--- config.mk ---
export PLATFORM = sky130hd
export DESIGN_NAME = wormhole_output_arbiter
export DESIGN_NICKNAME = d
export VERILOG_FILES = /design/src/rtl/wormhole_output_arbiter.sv
export SDC_FILE = /design/constraint.sdc
export NUM_CORES = 1
export LEC_CHECK = 0
export ABC_AREA = 1
export CORE_AREA = 2 2 64 66
export DETAILED_ROUTE_END_ITERATION = 10
export DIE_AREA = 0 0 66 68
export GPL_ROUTABILITY_DRIVEN = 0
export GPL_TIMING_DRIVEN = 0
export PLACE_DENSITY_LB_ADDON = 0.15
export SYNTH_ARGS = -nofsm -noshare
export SYNTH_HDL_FRONTEND = slang
export SYNTH_SLANG_ARGS = --single-unit
export TNS_END_PERCENT = 10
--- constraint.sdc ---
create_clock -name clk -period 3.6 [get_ports clk]
set_input_delay 0.9 -clock clk [delete_from_list [all_inputs] [get_ports clk]]
set_output_delay 0.9 -clock clk [all_outputs]
set_load 0.02 [all_outputs]
--- src/rtl/wormhole_output_arbiter.sv ---
// Per-output-port wormhole arbiter: locks the output link to one input port for a whole
// packet, rotates ownership round-robin between packets, and drives the RTS/DCTS handshake.
module wormhole_output_arbiter #(
    parameter int unsigned MAX_PKT_FLITS = 16,
    parameter int unsigned CNT_W         = 5
) (
    input  logic             clk,
    input  logic             rst,
    input  logic             Req_N,
    input  logic             Req_E,
    input  logic             Req_W,
    input  logic             Req_S,
    input  logic             Req_L,
    input  logic             Tail_N,
    input  logic             Tail_E,
    input  logic             Tail_W,
    input  logic             Tail_S,
    input  logic             Tail_L,
    input  logic             DCTS,
    output logic             Grant_N,
    output logic             Grant_E,
    output logic             Grant_W,
    output logic             Grant_S,
    output logic             Grant_L,
    output logic [4:0]       Xbar_sel,
    output logic             RTS,
    output logic             Busy,
    output logic             Err_len
);

    localparam int unsigned NUM_PORTS = 5;
    localparam int unsigned IDX_W     = 3;
    localparam logic [IDX_W-1:0] IDX_S    = IDX_W'(3);
    localparam logic [IDX_W-1:0] IDX_LAST = IDX_W'(NUM_PORTS - 1);

    typedef enum logic {
        IDLE = 1'b0,
        BUSY = 1'b1
    } state_t;

    state_t                 state;
    logic [IDX_W-1:0]       ptr;
    logic [IDX_W-1:0]       owner_idx;
    logic [CNT_W-1:0]       count;

    logic [NUM_PORTS-1:0]   req;
    logic [NUM_PORTS-1:0]   tail;
    logic [NUM_PORTS-1:0]   grant_vec;
    logic [IDX_W-1:0]       win_idx;
    logic                   win_found;
    logic                   req_owner;
    logic                   tail_owner;
    logic                   xfer;
    logic                   count_last;

    // Bit order matches Xbar_sel: [0]=N [1]=E [2]=W [3]=S [4]=L
    assign req  = {Req_L,  Req_S,  Req_W,  Req_E,  Req_N};
    assign tail = {Tail_L, Tail_S, Tail_W, Tail_E, Tail_N};

    assign req_owner  = |(req  & Xbar_sel);
    assign tail_owner = |(tail & Xbar_sel);
    assign xfer       = (state == BUSY) && RTS && DCTS;
    assign count_last = (count == CNT_W'(MAX_PKT_FLITS - 1));

    assign grant_vec = Xbar_sel & {NUM_PORTS{xfer}};
    assign Grant_N   = grant_vec[0];
    assign Grant_E   = grant_vec[1];
    assign Grant_W   = grant_vec[2];
    assign Grant_S   = grant_vec[3];
    assign Grant_L   = grant_vec[4];

    // Round-robin search starting just after the last-served port; index order is the ring order
    always_comb begin
        logic [IDX_W-1:0] idx;
        win_idx   = ptr;
        win_found = 1'b0;
        idx       = ptr;
        for (int k = 0; k < int'(NUM_PORTS); k++) begin
            idx = (idx == IDX_LAST) ? '0 : idx + IDX_W'(1);
            if (!win_found && req[idx]) begin
                win_found = 1'b1;
                win_idx   = idx;
            end
        end
    end

    always_ff @(posedge clk or posedge rst) begin
        if (rst) begin
            state     <= IDLE;
            ptr       <= IDX_S;
            owner_idx <= '0;
            count     <= '0;
            Xbar_sel  <= '0;
            RTS       <= 1'b0;
            Busy      <= 1'b0;
            Err_len   <= 1'b0;
        end else begin
            Err_len <= 1'b0;
            case (state)
                IDLE: begin
                    if (win_found) begin
                        state     <= BUSY;
                        owner_idx <= win_idx;
                        Xbar_sel  <= NUM_PORTS'(1) << win_idx;
                        RTS       <= 1'b1;
                        Busy      <= 1'b1;
                        count     <= '0;
                    end
                end
                BUSY: begin
                    if (xfer) begin
                        count <= count + CNT_W'(1);
                        RTS   <= 1'b0;
                        // Tail wins over the watchdog; only a watchdog release flags an error
                        if (tail_owner || count_last) begin
                            state    <= IDLE;
                            ptr      <= owner_idx;
                            Xbar_sel <= '0;
                            Busy     <= 1'b0;
                            Err_len  <= !tail_owner;
                        end
                    end else if (!RTS) begin
                        RTS <= req_owner;
                    end
                end
            endcase
        end
    end

endmodule

Word-level counts from Yosys, hierarchy flattened
Cells that the tools add are included.

storage, ports and cells
  logic and storage cells = 97
  bits in latches = 0
  ROM bits = 0
  register bits after elaboration = 20
  output and inout bits = 13
  RAM bits = 0
  memories kept = 0

operators by class
  add/sub/neg operators = 6
  mux-type cells = 46
  shift-type cells = 1
  divide/modulo/power cells = 0
  equal/unequal tests = 9
  multipliers = 0
  $lt $le $gt $ge = 5
  bitwise logic cells = 4
  reductions and logical operators = 18

operators with widths
  operator                                                                       count
  3-bit 2-to-1 mux                                                               10
  5-bit 2-to-1 mux                                                               5
  1-bit 2-to-1 mux                                                               21
  3-bit by 4-bit less-than comparator with 1-bit output (second input constant)  5
  5-bit case mux with 2 select lines                                             2
  3-bit by 1-bit adder with 3-bit output (second input constant)                 5
  5-bit bitwise AND                                                              3
  1-bit binary-select mux with 3-bit select                                      5
  3-bit equality test (second input constant)                                    5
  5-bit OR reduction                                                             2
  1-bit logical AND                                                              6
  1-bit case mux with 2 select lines                                             3
  3-bit AND reduction                                                            2
  5-bit by 1-bit adder with 5-bit output (second input constant)                 1
  5-bit by 4-bit equality test with 1-bit output (second input constant)         1
  1-bit zero test                                                                5
  1-bit by 3-bit << shifter with 5-bit output (first input constant)             1
  2-bit by 1-bit inequality test with 1-bit output (second input constant)       2
  2-bit AND reduction                                                            2
  2-bit inequality test (second input constant)                                  1
  1-bit logical OR                                                               1
  1-bit NOT                                                                      1

Depth between registers and ports, before layout
  depth after elaboration = 20
  gate-level depth with buffers = 27
  depth with buffers taken out = 26

Worst setup path before layout
Ideal clock, no wire load.

  path kind = reg2reg
  start = register ptr[0]
  end = register Xbar_sel[1]
  slack = 154 ps
  arrival time = 3381 ps
  path buffers = 2
  library setup time = 65 ps
  stages on the path, launching flop included = 27
  period minus slack after synthesis = 3446 ps
  cell sequence = dfstp_2 > inv_1 > ha_1 > nand2_2 > nand2_2 > buf_6 > ha_1 > nand3_1 > nand2_4 > ha_1 > or2_2 > nand3_2 > nand2_2 > nor2_1 > nand2_2 > nand2_2 > nor2_1 > a21oi_2 > inv_1 > nand2_1 > nand2_1 > nand2_1 > nand2_1 > buf_4 > nor2_1 > nand3_1 > nand2_1

between the ends
  cells in the longest elaborated chain, start to end = 20
  elaborated cells on any way between the ends = 48

RTL lines
  item                                                                                             RTL line  RTL
  start: declaration                                                                               42        logic [IDX_W-1:0] ptr;
  start signal: assignment                                                                         117       ptr <= owner_idx;
  parallel branches: the longest is 20 deep, another holds 3-bit by 1-bit adder with 3-bit output  n/a
  end signal: assignment                                                                           104       Xbar_sel <= NUM_PORTS'(1) << win_idx;
  end: declaration                                                                                 25        output logic [4:0] Xbar_sel,

Parallel ways; which one is timed is not known. The select of a mux whose other input is x is not followed.
A chain may end at the register's enable or synchronous reset.

Worst setup path after layout
  start = input port DCTS
  end = output port Grant_S

between the ends
  cells in the longest elaborated chain, start to end = 2

RTL lines
  item                RTL line  RTL
  start: declaration  19        input logic DCTS,
  1-bit logical AND   62        assign xfer = (state == BUSY) && RTS && DCTS;
  5-bit bitwise AND   65        assign grant_vec = Xbar_sel & {NUM_PORTS{xfer}};
  end: declaration    23        output logic Grant_S,

Every way passes these cells.

==> impl_metrics.py <==
metrics = {
    "outcome": {
        "status": "completed",
    },
    "sta": {
        "timing.setup.tns_ns": 0,
        "finalHoldViolCount": 0,
        "worstMarginPinSlew_ns": 0.7403,
        "fin_crit_sh": 0.9476,
        "fmax_mhz": 293.2,
        "worst_clock_skew_ns": 0.007611,
        "finalMaxSlewViolations": 0,
        "max_slew_margin": 0.5059,
        "final.hold.worst_slack_ns": 0.4909,
        "timing.final.ws_setup_ns": 0.1888,
        "final_period_minus_worst_setup_slack_ns": 3.411,
        "setup_viol_count_final": 0,
    },
    "synthesis": {
        "synth_area_per_cell_um2": 6.634,
        "post-synth-top-area-fraction": 0.2442,
        "post_synth_instance_area_um2": 1844,
        "yosys_register_bits": 20,
        "synth_cell_types": 32,
        "netlist.top_cell.by_area": "sky130_fd_sc_hd__dfrtp_1",
        "synth_top_cells_by_area": "sky130_fd_sc_hd__dfrtp_1 (24%), sky130_fd_sc_hd__nand2_1 (15%), sky130_fd_sc_hd__nand3_1 (10%), sky130_fd_sc_hd__inv_1 (9.2%), sky130_fd_sc_hd__ha_1 (6.8%)",
        "synth.yosys.warnings": 0,
        "yosysSeqAreaShare": 0.2727,
        "synth_fp_nets": 301,
        "syn_inst": 278,
    },
    "die": {
        "fp.dieH_um": 68,
        "floorplan.initialDensity": 0.4783,
        "total_die_area_um2": 4488,
        "boundaryPins": 26,
        "core_area_um2": 3856,
        "die_width_um": 66,
        "rows": 23,
    },
    "worst_setup_path": {
        "path_cells": "clkdlybuf4s50_1 > nand3_1 > clkbuf_2 > nor2_1 > clkdlybuf4s50_1",
        "critPathMaxStageDelay_ns": 0.61,
        "r2r-start": "ptr[0]",
        "worstPathMaxFanout": 10,
        "source_of_the_critical_timing_path": "DCTS",
        "cp.required_ns": 2.70,
        "startpoint_type": "primary input",
        "critical_path_arrival_ns": 2.51,
        "critical_path.endpoint_type": "output port",
        "critical_path_class": "primary input to output port",
        "timing.critical_path.mode_cell": "sky130_fd_sc_hd__clkdlybuf4s50_1",
        "slowest_stage": "sky130_fd_sc_hd__clkdlybuf4s50_1",
    },
    "placement": {
        "place_ws_ns": -0.3173,
        "dp.final_hpwl_um": 3522,
        "place.detailed.instances": 353,
        "count_of_buffers_from_port_buffering": 25,
    },
    "route": {
        "route.antenna.remaining_nets": 0,
        "vias_per_cell": 5.019,
        "dr_total_vias": 1837,
        "detailedRoute.firstIterationViolations": 91,
        "route.detailed.wl_per_inst_um": 12.76,
        "first_pass_iters": 4,
        "remaining_drc_errors": 0,
        "wirelength_um": 4669,
    },
    "cts": {
        "holdBufCountCts": 0,
        "cts_tree": "yes",
        "cts_inserted_buffers": 3,
        "clockBufferDepth": 2,
        "clkTransAtPathRegs_ns": 0.08,
        "clock-sinks": 20,
        "worst_skew_late_latency_ns": 0.26,
        "clock-root-buffer": "sky130_fd_sc_hd__clkbuf_8",
        "cts-htree-levels": 1,
    },
    "hold_path": {
        "worst_hold_path_startpoint": "owner_idx[0]",
        "worst_hold_class": "register to register",
    },
    "global_routing": {
        "largest_net_degree_at_the_start_of_global_routing": 21,
        "antenna_violations_before_repair": 0,
        "first_global_vias": 1769,
        "overflow": 0,
        "global_route.usage.total": 0.2272,
        "grt_first_pass_wirelength_um": 8004,
    },
    "cells_and_area": {
        "fin_nets": 340,
        "area_growth_pct": 31.34,
        "final_layout_size_suffix_gt1_frac": 0.2120,
        "non_filler_cells_in_the_finished_layout": 366,
        "diodes": 0,
    },
    "flow_run": {
        "max_cap_viol_count": 0,
    },
}
stage by stage:
stage          utilization  instance area, um2
4_1_cts             0.5947                2293
3_5_place_dp        0.5594                2157
6_report            0.6282                2422
3_3_place_gp        0.5594                2157
2_1_floorplan            -                1844
5_1_grt             0.6282                2422
state kept, by name (all words and copies together) (netlist names):
name	count
Xbar_sel	5
count	5
owner_idx	3
ptr	3
Busy	1
Err_len	1
RTS	1
state	1
cell usage in the layout (no fill, tap or decap), types with 4 or more instances in the layout:
master	count
sky130_fd_sc_hd__nand3_1	35
sky130_fd_sc_hd__inv_1	40
sky130_fd_sc_hd__nand2_2	14
sky130_fd_sc_hd__buf_4	8
sky130_fd_sc_hd__nand2_1	66
sky130_fd_sc_hd__nand3_2	8
sky130_fd_sc_hd__clkbuf_8	4
sky130_fd_sc_hd__dfrtp_1	18
sky130_fd_sc_hd__clkdlybuf4s50_1	25
sky130_fd_sc_hd__o21ai_0	17
sky130_fd_sc_hd__nand4_1	5
sky130_fd_sc_hd__nor2_1	21
sky130_fd_sc_hd__nand2_4	4
sky130_fd_sc_hd__ha_1	7
final timing paths:
path / endpoint / slack (ns) / cells after the start
worst max-delay path: Grant_S / 0.19 / 5
worst min-delay path: owner_idx[0] / 0.49 / 2
worst max register to register: Xbar_sel[1] / 0.21 / 26
worst min register to register: owner_idx[0] / 0.49 / 2
max in group asynchronous: state / 2.06 / 2
min in group asynchronous: owner_idx[2] / 1.06 / 2
cells in the mapped netlist (all sizes together):
library cell and instances:
a21oi 6, or2 1, a221oi 1, nand2 85, buf 2, nand3b 2, ha 10, dfrtp 18
nor3 2, nand2b 1, inv 45, xor2 2, nand3 45, nor4 2, dfstp 2, a22o 1
nand4 5, o211ai 1, a21boi 1, clkbuf 1, nor2 24, o21ai 21
repair_timing:
item	4_1_cts	5_1_grt
gates cloned	0	1
endpoints found under the hold margin	0	0
endpoints found under the setup margin	16	17
buffers inserted	4	4
pin swaps	2	9
resized for setup	13	22
worst max-delay path, delay by kind of cell:
family / cells / cell delay (ns)
buf+inv: 3 / 1.32
simple gates: 2 / 0.28
cell families after synthesis:
kind of cell	after synthesis	share of synthesized area
compound gates	31	0.1079
simple gates	167	0.4383
fa+ha+maj	10	0.06784
buf+inv	48	0.1038
flops	20	0.2727
xor+xnor	2	0.009500
routing by layer:
metal / share of wire / vias to the layer above / track usage
li1: - / 976 / -
met1: 0.46 / 828 / 0.2918
met2: 0.50 / 29 / 0.4179
met3: 0.028 / 4 / 0.01151
met4: 0.0079 / 0 / 0.06122
met5: 0 / - / 0
cell type report:
type	count	area, um2
clock buffer	4	55.05
timing repair buffer	34	315.3
buffer	3	31.28
inverter	45	173.9
fill	362	1434
sequential	20	503.0
tap	50	62.56
multi-input combinational	210	1281
Power is not shown: default switching activity piles up to over one toggle a cycle in this logic, so the estimate is an artifact.
